==> src/rtl/uart_rx_pkg.sv <==
`default_nettype none
// ============================================================================
// Module      : uart_rx_pkg
// Description : Shared types and constants for the 8N1 UART receiver:
//               receiver state encoding, default frame geometry, counter
//               widths and the 2-of-3 majority helper.
// Revision    : 1.0 - initial release
// ============================================================================
package uart_rx_pkg;

    localparam int c_data_bits_def  = 8;
    localparam int c_oversample_def = 16;
    localparam int c_mid_sample_def = 7;

    localparam int c_tick_cnt_w = 4;
    localparam int c_bit_cnt_w  = 3;

    typedef enum logic [2:0] {
        IDLE      = 3'd0,
        START     = 3'd1,
        DATA      = 3'd2,
        STOP      = 3'd3,
        WAIT_IDLE = 3'd4
    } rx_state_t;

    function automatic logic majority3(input logic a, input logic b, input logic c);
        return (a & b) | (a & c) | (b & c);
    endfunction

endpackage : uart_rx_pkg
`default_nettype wire

==> src/rtl/uart_rx_core_if.sv <==
`default_nettype none
// ============================================================================
// Module      : uart_rx_core_if
// Description : Host-side receive interface: received byte plus the one-cycle
//               ready and framing-error strobes. The receiver drives the
//               master modport; the host FIFO/consumer uses the slave modport.
// Revision    : 1.0 - initial release
// ============================================================================
interface uart_rx_core_if #(
    parameter int DATA_BITS = 8
);
    logic [DATA_BITS-1:0] rx_data;
    logic                 rx_ready;
    logic                 rx_error;

    modport master (
        output rx_data,
        output rx_ready,
        output rx_error
    );

    modport slave (
        input rx_data,
        input rx_ready,
        input rx_error
    );
endinterface : uart_rx_core_if
`default_nettype wire

==> src/rtl/uart_rx_sync.sv <==
`default_nettype none
// ============================================================================
// Module      : uart_rx_sync
// Description : Front end of the UART receiver. Brings the asynchronous
//               serial line into the clock domain through two flops (reset to
//               the idle-high level) and turns the 16x baud reference into a
//               single-cycle tick on its rising edge.
// Revision    : 1.0 - initial release
// ============================================================================
module uart_rx_sync (
    input  wire logic clk,
    input  wire logic rst,
    input  wire logic baud_tick_16x,
    input  wire logic rx_serial,
    output logic      rx_sync,
    output logic      tick
);

    logic r_meta;
    logic r_sync;
    logic r_baud_d;

    // Two-flop synchronizer; reset to 1 so a reset never looks like a start bit.
    always_ff @(posedge clk) begin
        if (rst) begin
            r_meta <= 1'b1;
            r_sync <= 1'b1;
        end else begin
            r_meta <= rx_serial;
            r_sync <= r_meta;
        end
    end

    // Delayed copy of the baud reference for rising-edge detection.
    always_ff @(posedge clk) begin
        if (rst) begin
            r_baud_d <= 1'b0;
        end else begin
            r_baud_d <= baud_tick_16x;
        end
    end

    assign rx_sync = r_sync;
    assign tick    = baud_tick_16x & ~r_baud_d;

endmodule : uart_rx_sync
`default_nettype wire

==> src/rtl/uart_rx_core.sv <==
`default_nettype none
// ============================================================================
// Module      : uart_rx_core
// Description : 8N1 UART receiver with 16x oversampling and mid-bit sampling.
//               Publishes each correctly framed byte with a one-cycle ready
//               strobe and flags a low stop bit with a one-cycle error strobe.
//               Optional macro UART_RX_MAJORITY_EN: every sample becomes a
//               2-of-3 vote over three consecutive ticks, decided on the last.
// Revision    : 1.0 - initial release
// ============================================================================
module uart_rx_core
    import uart_rx_pkg::*;
#(
    parameter int DATA_BITS  = c_data_bits_def,
    parameter int OVERSAMPLE = c_oversample_def,
    parameter int MID_SAMPLE = c_mid_sample_def
) (
    input  wire logic         clk,
    input  wire logic         rst,
    input  wire logic         baud_tick_16x,
    input  wire logic         rx_serial,
    uart_rx_core_if.master    rx_if
);

    localparam logic [c_tick_cnt_w-1:0] c_last_tick = c_tick_cnt_w'(OVERSAMPLE - 1);
    localparam logic [c_bit_cnt_w-1:0]  c_last_bit  = c_bit_cnt_w'(DATA_BITS - 1);

    logic                     w_rx_sync;
    logic                     w_tick;
    logic                     w_sample;

    rx_state_t                r_state;
    logic [c_tick_cnt_w-1:0]  r_tick_cnt;
    logic [c_bit_cnt_w-1:0]   r_bit_cnt;
    logic [DATA_BITS-1:0]     r_shift;
    logic [DATA_BITS-1:0]     r_data;
    logic                     r_ready;
    logic                     r_error;

    uart_rx_sync u_sync (
        .clk           (clk),
        .rst           (rst),
        .baud_tick_16x (baud_tick_16x),
        .rx_serial     (rx_serial),
        .rx_sync       (w_rx_sync),
        .tick          (w_tick)
    );

`ifdef UART_RX_MAJORITY_EN
    // Start decision moves one tick later so the vote window is centred on
    // MID_SAMPLE; data/stop keep the same offset from that decision point.
    localparam logic [c_tick_cnt_w-1:0] c_start_dec = c_tick_cnt_w'(MID_SAMPLE + 1);

    logic [1:0] r_hist;

    // Line history of the two previous ticks for the 2-of-3 vote.
    always_ff @(posedge clk) begin
        if (rst) begin
            r_hist <= 2'b11;
        end else if (w_tick) begin
            r_hist <= {r_hist[0], w_rx_sync};
        end
    end

    assign w_sample = majority3(r_hist[1], r_hist[0], w_rx_sync);
`else
    localparam logic [c_tick_cnt_w-1:0] c_start_dec = c_tick_cnt_w'(MID_SAMPLE);

    assign w_sample = w_rx_sync;
`endif

    // Frame state machine with registered data and strobe outputs.
    always_ff @(posedge clk) begin
        if (rst) begin
            r_state    <= IDLE;
            r_tick_cnt <= '0;
            r_bit_cnt  <= '0;
            r_shift    <= '0;
            r_data     <= '0;
            r_ready    <= 1'b0;
            r_error    <= 1'b0;
        end else begin
            r_ready <= 1'b0;
            r_error <= 1'b0;
            if (w_tick) begin
                case (r_state)
                    IDLE: begin
                        if (!w_rx_sync) begin
                            r_state    <= START;
                            r_tick_cnt <= '0;
                        end
                    end
                    START: begin
                        if (r_tick_cnt == c_start_dec) begin
                            r_tick_cnt <= '0;
                            r_bit_cnt  <= '0;
                            // A high line here was a glitch: drop back silently.
                            r_state    <= w_sample ? IDLE : DATA;
                        end else begin
                            r_tick_cnt <= r_tick_cnt + 1'b1;
                        end
                    end
                    DATA: begin
                        if (r_tick_cnt == c_last_tick) begin
                            r_tick_cnt <= '0;
                            r_shift    <= {w_sample, r_shift[DATA_BITS-1:1]};
                            r_bit_cnt  <= r_bit_cnt + 1'b1;
                            if (r_bit_cnt == c_last_bit) begin
                                r_state <= STOP;
                            end
                        end else begin
                            r_tick_cnt <= r_tick_cnt + 1'b1;
                        end
                    end
                    STOP: begin
                        if (r_tick_cnt == c_last_tick) begin
                            r_tick_cnt <= '0;
                            if (w_sample) begin
                                r_data  <= r_shift;
                                r_ready <= 1'b1;
                                r_state <= IDLE;
                            end else begin
                                r_error <= 1'b1;
                                r_state <= WAIT_IDLE;
                            end
                        end else begin
                            r_tick_cnt <= r_tick_cnt + 1'b1;
                        end
                    end
                    WAIT_IDLE: begin
                        // A break or stuck-low line must go high before re-arming.
                        if (w_rx_sync) begin
                            r_state <= IDLE;
                        end
                    end
                    default: begin
                        r_state <= IDLE;
                    end
                endcase
            end
        end
    end

    assign rx_if.rx_data  = r_data;
    assign rx_if.rx_ready = r_ready;
    assign rx_if.rx_error = r_error;

endmodule : uart_rx_core
`default_nettype wire

==> src/flat_wrapper.sv <==
// flat-port wrapper written by rule: the top's interface ports become plain ports
module uart_rx_core_flat import uart_rx_pkg::*;
#(
    parameter int DATA_BITS  = c_data_bits_def,
    parameter int OVERSAMPLE = c_oversample_def,
    parameter int MID_SAMPLE = c_mid_sample_def
)
  (clk, rst, baud_tick_16x, rx_serial, rx_if_rx_data, rx_if_rx_ready, rx_if_rx_error);
  uart_rx_core_if #(.DATA_BITS(DATA_BITS)) rx_if_i ();
  input  wire logic clk;
  input  wire logic rst;
  input  wire logic baud_tick_16x;
  input  wire logic rx_serial;
  output wire logic [$bits(rx_if_i.rx_data)-1:0] rx_if_rx_data;
  output wire logic [$bits(rx_if_i.rx_ready)-1:0] rx_if_rx_ready;
  output wire logic [$bits(rx_if_i.rx_error)-1:0] rx_if_rx_error;
  assign rx_if_rx_data = rx_if_i.rx_data;
  assign rx_if_rx_ready = rx_if_i.rx_ready;
  assign rx_if_rx_error = rx_if_i.rx_error;
  uart_rx_core #(.DATA_BITS(DATA_BITS), .OVERSAMPLE(OVERSAMPLE), .MID_SAMPLE(MID_SAMPLE)) u_core (.clk(clk), .rst(rst), .baud_tick_16x(baud_tick_16x), .rx_serial(rx_serial), .rx_if(rx_if_i));
endmodule
==> config.mk <==
export PLATFORM = sky130hd
export DESIGN_NAME = uart_rx_core_flat
export DESIGN_NICKNAME = d
export VERILOG_FILES = /design/src/rtl/uart_rx_pkg.sv /design/src/rtl/uart_rx_core_if.sv /design/src/rtl/uart_rx_sync.sv /design/src/rtl/uart_rx_core.sv /design/src/flat_wrapper.sv
export SDC_FILE = /design/constraint.sdc
export NUM_CORES = 1
export LEC_CHECK = 0
export BUFFER_PORTS_ARGS = -buffer_cell sky130_fd_sc_hd__buf_2
export CAP_MARGIN = 20
export CELL_PAD_IN_SITES_DETAIL_PLACEMENT = 1
export CELL_PAD_IN_SITES_GLOBAL_PLACEMENT = 1
export CORE_AREA = 2 2 58 60
export CTS_BUF_LIST = sky130_fd_sc_hd__clkbuf_4
export CTS_CLUSTER_DIAMETER = 50
export DETAILED_ROUTE_END_ITERATION = 8
export DIE_AREA = 0 0 60 62
export GPL_TIMING_DRIVEN = 0
export PLACE_DENSITY = 0.82
export SKIP_CTS_REPAIR_TIMING = 1
export SYNTH_ARGS = -nofsm -noshare
export SYNTH_HDL_FRONTEND = slang
export SYNTH_SLANG_ARGS = --single-unit
==> constraint.sdc <==
create_clock -name clk -period 2.4 [get_ports clk]
set_clock_uncertainty 0.15 [all_clocks]
set_input_delay 0.24 -clock clk [delete_from_list [all_inputs] [get_ports clk]]
set_output_delay 0.24 -clock clk [all_outputs]
set_load 0.005 [all_outputs]
After elaboration in Yosys (flattened, before gate mapping)
Cells that the tools add are included.
W data, S select, Z words.
{ "classes": {"mux": 18, "n_reduce_logical": 10, "n_eq_ne": 13, "bitwise": 5, "add_sub_neg": 2} }
{ "op_table": {"columns": ["cell", "count"], "rows": [
  ["$mux W3", 9],
  ["$pmux W3 S5", 1],
  ["$mux W4", 3],
  ["$pmux W4 S3", 1],
  ["$ne A2 B1 Y1 const B", 4],
  ["$reduce_and A4 Y1", 2],
  ["$reduce_and A7 Y1", 1],
  ["$eq A3 B2 Y1 const B", 2],
  ["$eq A3 B3 Y1 const B", 2],
  ["$pmux W3 S2", 1],
  ["$reduce_and A3 Y1", 2],
  ["$add A4 B1 Y4 const B", 1],
  ["$eq A4 B3 Y1 const B", 1],
  ["$eq A4 B4 Y1 const B", 1],
  ["$ne A2 B2 Y1 const B", 2],
  ["$not A1 Y1", 4],
  ["$reduce_or A4 Y1", 1],
  ["$add A3 B1 Y3 const B", 1],
  ["$eq A3 B1 Y1 const B", 1],
  ["$logic_not A3 Y1", 1],
  ["$reduce_bool A3 Y1", 1],
  ["$mux W1", 2],
  ["$mux W2", 1],
  ["$reduce_bool A2 Y1", 1],
  ["other kinds (2)", 2]
]} }
{ "word_totals": {"output_inout_bits": 10, "register_bits": 31, "word_cells": 58} }

Logic depth before layout (Yosys ltp)
{ "logic_depth": {"depth_word": 4, "depth_mapped": 6, "depth_no_buf": 5} }

Hierarchy
Synthesis repeated with hierarchy kept, for this count alone.
{ "hier_totals": {"cells_unflattened": 145, "area_unflattened_um2": 1387.6} }
{ "modules_own_cells": {"columns": ["mod", "n_inst", "area_each_um2", "seq_area_each_um2", "cells_per_inst"], "rows": [
  ["uart_rx_core", 1, 1300.0, 560.5, 138],
  ["uart_rx_sync", 1, 87.6, 60.1, 7]
]} }

Worst setup path before layout
No wires, ideal clock.
{ "synth_timing": {"path_type": "flip-flop to flip-flop", "start": "register u_core.r_tick_cnt[0]", "end": "register u_core.r_data[0] (netlist: u_core.rx_if.rx_data[0])", "path_buffers": 0, "path_slack_ns": 0.569, "required_ns": 2.122, "arrival_ns": 1.553, "setup_time_ns": 0.128, "stages_incl_launch_ff": 6, "period_less_slack_ns": 1.831, "cell_sequence": "dfxtp_1 -> ha_1 -> nand4b_2 -> nor4_4 -> mux2i_1 -> nor2_1"} }
{ "synth_between": {"elab_chain_cells": 2} }
{ "synth_rtl": {"columns": ["item", "line_no", "text"], "rows": [
  ["start, declared", "uart_rx_core.sv:33", "logic [c_tick_cnt_w-1:0] r_tick_cnt;"],
  ["start signal, assigned", "uart_rx_core.sv:100", "r_tick_cnt <= r_tick_cnt + 1'b1;"],
  ["start signal, assigned", "uart_rx_core.sv:112", "r_tick_cnt <= r_tick_cnt + 1'b1;"],
  ["start signal, assigned", "uart_rx_core.sv:127", "r_tick_cnt <= r_tick_cnt + 1'b1;"],
  ["$eq A4 B4 Y1", "uart_rx_core.sv:116", "if (r_tick_cnt == c_last_tick) begin"],
  ["$reduce_and A4 Y1 (no source line)", null, null],
  ["end signal, assigned", "uart_rx_core.sv:119", "r_data <= r_shift;"],
  ["end, declared", "uart_rx_core.sv:36", "logic [DATA_BITS-1:0] r_data;"]
]} }
Every way passes these cells.
A chain may end at the register's enable or synchronous reset.

Final worst setup path
{ "layout_timing": {"start": "register u_core.r_tick_cnt[0]", "end": "register u_core.r_data[5] (netlist: u_core.rx_if.rx_data[5])"} }
Same word-level chain as after synthesis.

==> impl_metrics.sql <==
INSERT INTO impl_metrics (metric_group, metric, value, unit) VALUES
('floorplanning', 'core', '3179', 'µm²'),
('power_and_ir_drop', 'power.internal', '641.6', 'µW'),
('drt', 'dr_vias', '1059', ''),
('drt', 'viasPerCell', '5.141', ''),
('yosys', 'synth_area', '1389', 'µm²'),
('worst_hold_path', 'holdCritPathClass', 'in -> reg', ''),
('worst_hold_path', 'hold_depth', '2', ''),
('sta', 'grt_setup_unrepaired', 'false', ''),
('final_layout', 'antenna_cells', '0', ''),
('power_and_ir_drop', 'vdd_ir_drop_max', '0.3525', 'mV'),
('cts', 'clkSlewWorstSetupHoldPaths', '0.10', 'ns'),
('power_and_ir_drop', 'power.leakage', '0.0006293', 'µW'),
('final_layout', 'fin_util', '49.51', '%'),
('setup_path', 'r2r-start', 'u_core.r_tick_cnt[0]$_SDFFE_PP0P_', ''),
('setup_path', 'r2r.worst_path.cells', '5', ''),
('drt', 'number_of_design_rule_violations_left_after_detail_routing', '0', ''),
('placed_design', 'dp.final_hpwl', '2112', 'µm'),
('sta', 'finalMaxSlewViolations', '0', ''),
('global_route', 'wire_length_of_the_first_global_routing_pass', '5030', 'µm'),
('drt', 'first_iter_violations', '49', ''),
('power_and_ir_drop', 'power.share.switching', '24.83', '%'),
('power_and_ir_drop', 'share_clk_of_total_power', '34.2', '%'),
('cts', 'clock_tree.htree_level_count', '2', ''),
('setup_path', 'crit_path_top_delay_cell', 'sky130_fd_sc_hd__nor4_4', ''),
('floorplanning', 'dieWidth', '60', 'µm'),
('floorplanning', 'chipHeight', '62', 'µm'),
('sta', 'max_fclk', '473.9', 'MHz'),
('final_layout', 'fin_nets', '166', ''),
('status', 'status', 'finished clean', ''),
('yosys', 'syn_nets', '145', ''),
('global_route', 'global_route.overflow_total', '0', ''),
('final_layout', 'layout-drive-gt1-share', '21.25', '%'),
('setup_path', 'worstSetupPathType', 'reg -> reg', ''),
('final_layout', 'n_fill_cell', '385', ''),
('setup_path', 'start_kind', 'flop', ''),
('setup_path', 'timing.critical_path.fanout_max', '8', ''),
('placed_design', 'port-buffer-count', '13', ''),
('drt', 'wl_per_cell', '14.47', 'µm'),
('global_route', 'antenna_violations_before_repair', '0', ''),
('drt', 'route.final.wire_length', '2981', 'µm'),
('yosys', 'synth.yosys.warnings', '0', ''),
('global_route', 'vias_in_the_first_global_route', '1097', ''),
('sta', 'final_hold_viol_count', '0', ''),
('global_route', 'track_usage', '18.74', '%'),
('sta', 'setup_violations', '0', ''),
('cts', 'clockBufferDepth', '2', ''),
('drt', 'detailedRoute.firstPassIterationCount', '4', ''),
('cts', 'clock_sinks', '31', ''),
('placed_design', 'weighted_congestion_reported_at_the_end_of_routability_driven_placement', '0.6940', ''),
('power_and_ir_drop', 'seqPwrFrac', '61.0', '%'),
('floorplanning', 'die_area', '3720', 'µm²'),
('power_and_ir_drop', 'p_per_area', '542.3', 'nW/µm²'),
('sta', 'fin_crit_sh', '87.93', '%'),
('floorplanning', 'floorplan.io_pins', '14', ''),
('worst_hold_path', 'hp-start', 'baud_tick_16x', ''),
('setup_path', 'critical-path-max-stage-delay', '0.65', 'ns'),
('sta', 'worst_slack', '0.2898', 'ns'),
('yosys', 'post_synth_num_cell_types', '39', ''),
('setup_path', 'worstReg2RegEnd', 'u_core.rx_if.rx_data[5]$_SDFFE_PP0P_', ''),
('cts', 'cts_tree', 'done', ''),
('setup_path', 'path_cells', 'ha_1 -> nand4b_2 -> nor4_4 -> mux2i_1 -> nor2_1', ''),
('cts', 'cts-buffers-inserted', '5', ''),
('sta', 'finalWorstPathRequiredPeriod', '2.110', 'ns'),
('floorplanning', 'row_count', '21', ''),
('yosys', 'postSynthAreaPerCell', '10.06', 'µm²'),
('floorplanning', 'initial_core_util', '43.68', '%'),
('global_route', 'maximum_number_of_pins_on_one_net_before_global_route_repair', '11', ''),
('power_and_ir_drop', 'combPwrFrac', '4.9', '%'),
('setup_path', 'worst-endpoint-required', '2.47', 'ns'),
('sta', 'setup_total_negative_slack', '0', 'ns'),
('sta', 'timing.slew.headroom', '51.56', '%');
-- cell usage after synthesis, types with 2 or more instances --
cell type / instances / area, µm²
sky130_fd_sc_hd__nor3_1: 3 / 15.01
sky130_fd_sc_hd__nor2_1: 23 / 86.33
sky130_fd_sc_hd__inv_1: 2 / 7.510
sky130_fd_sc_hd__nor2b_1: 5 / 31.28
sky130_fd_sc_hd__a22oi_1: 2 / 15.01
sky130_fd_sc_hd__dfxtp_1: 31 / 620.6
sky130_fd_sc_hd__clkbuf_1: 3 / 11.26
sky130_fd_sc_hd__or2b_1: 3 / 22.52
sky130_fd_sc_hd__a21oi_1: 3 / 15.01
sky130_fd_sc_hd__or2_2: 2 / 12.51
sky130_fd_sc_hd__nand3_1: 3 / 15.01
sky130_fd_sc_hd__a31oi_1: 2 / 12.51
sky130_fd_sc_hd__nand3b_1: 2 / 15.01
sky130_fd_sc_hd__nand2b_1: 2 / 12.51
sky130_fd_sc_hd__a211o_1: 2 / 17.52
sky130_fd_sc_hd__buf_4: 2 / 15.01
sky130_fd_sc_hd__buf_6: 2 / 22.52
sky130_fd_sc_hd__or4b_1: 2 / 20.02
sky130_fd_sc_hd__mux2i_1: 19 / 190.2
sky130_fd_sc_hd__ha_1: 3 / 37.54
sky130_fd_sc_hd__or3b_2: 3 / 26.28
sky130_fd_sc_hd__nand2_1: 2 / 7.510
-- kinds of logic (layout without fill, tap and decap cells) --
kind of cell / after synthesis / after routing / share of synthesized area, %
mux: 20 / 20 / 14.50
flops: 31 / 31 / 44.69
compound gates: 17 / 17 / 8.919
buf+inv: 9 / 31 / 4.054
simple gates: 58 / 58 / 25.13
fa+ha+maj: 3 / 3 / 2.703
-- power groups by stage --
stage          Sequential [µW]  Combinational (µW)  Clock [µW]
6_report                   520                41.4         292
5_1_grt                    521                46.8         314
4_1_cts                    520                40.3         300
3_5_place_dp               532                40.2           0
3_3_place_gp               532                38.2           0
2_1_floorplan              531                28.4           0
-- how the worst max path moves through the flow --
stage,cells past startpoint,end,startpoint
6_report,5,u_core.rx_if.rx_data[5]$_SDFFE_PP0P_,u_core.r_tick_cnt[0]$_SDFFE_PP0P_
2_1_floorplan,5,u_core.rx_if.rx_data[0]$_SDFFE_PP0P_,u_core.r_tick_cnt[0]$_SDFFE_PP0P_
3_5_place_dp,5,u_core.rx_if.rx_data[5]$_SDFFE_PP0P_,u_core.r_tick_cnt[0]$_SDFFE_PP0P_
4_1_cts,5,u_core.rx_if.rx_data[5]$_SDFFE_PP0P_,u_core.r_tick_cnt[0]$_SDFFE_PP0P_
3_3_place_gp,5,u_core.rx_if.rx_data[1]$_SDFFE_PP0P_,u_core.r_tick_cnt[0]$_SDFFE_PP0P_
5_1_grt,5,u_core.rx_if.rx_data[5]$_SDFFE_PP0P_,u_core.r_tick_cnt[0]$_SDFFE_PP0P_
-- layer usage --
layer	wire, µm	vias up	GRT usage [%]
met5	0	-	0
met4	61	0	8.571
met3	103	6	4.969
met2	1529	18	34.16
met1	1285	501	20.30
li1	-	534	-
-- worst max-delay path, delay by kind of cell (launching register included) --
kind,cells,cell delay (ns)
flops,1,0.39
fa+ha+maj,1,0.26
simple gates,3,0.91
mux,1,0.27
-- metrics by stage --
stage               cell area [µm²]  total power, µW
finish                         1574            853.5
global route                   1574            882.0
CTS                            1564            860.8
detailed placement             1511            572.5
global placement               1511            570.2
floorplan                      1389            559.6
-- sequential cells by signal, indices dropped and copies added (netlist names) --
register                flops
u_core.r_tick_cnt           4
u_core.r_bit_cnt            3
u_core.u_sync.r_baud_d      1
u_core.rx_if.rx_error       1
u_core.u_sync.rx_sync       1
u_core.rx_if.rx_data        8
u_core.r_state              3
u_core.u_sync.r_meta        1
u_core.r_shift              8
u_core.rx_if.rx_ready       1
-- placed cells by master (no fill, tap or decap), types with 2 or more instances in the layout --
cell type	netlist	routed
sky130_fd_sc_hd__nor3_1	3	3
sky130_fd_sc_hd__buf_2	0	13
sky130_fd_sc_hd__clkbuf_1	3	3
sky130_fd_sc_hd__dfxtp_1	31	31
sky130_fd_sc_hd__ha_1	3	3
sky130_fd_sc_hd__a211o_1	2	2
sky130_fd_sc_hd__buf_4	2	2
sky130_fd_sc_hd__clkinv_1	0	2
sky130_fd_sc_hd__a22oi_1	2	2
sky130_fd_sc_hd__nand2_1	2	2
sky130_fd_sc_hd__clkbuf_4	0	5
sky130_fd_sc_hd__or2b_1	3	3
sky130_fd_sc_hd__nand3_1	3	3
sky130_fd_sc_hd__or2_2	2	2
sky130_fd_sc_hd__inv_1	2	2
sky130_fd_sc_hd__a21oi_1	3	3
sky130_fd_sc_hd__a31oi_1	2	2
sky130_fd_sc_hd__or3b_2	3	3
sky130_fd_sc_hd__or4b_1	2	2
sky130_fd_sc_hd__nor2b_1	5	5
sky130_fd_sc_hd__buf_6	2	2
sky130_fd_sc_hd__nand2b_1	2	2
sky130_fd_sc_hd__nand3b_1	2	2
sky130_fd_sc_hd__nor2_1	23	23
sky130_fd_sc_hd__mux2i_1	19	19
-- cell type report --
cell class,count,area [µm²],share of cell area [%]
multi-input combinational,98,711.9,45.23
clock buffer,5,37.54,2.385
tap,46,57.56,3.657
inverter,2,7.507,0.4769
timing repair buffer,14,75.07,4.769
sequential,31,620.6,39.43
buffer,7,48.80,3.100
clock inverter,3,15.01,0.9539
Note: power is estimated with default switching activity, not from simulation.
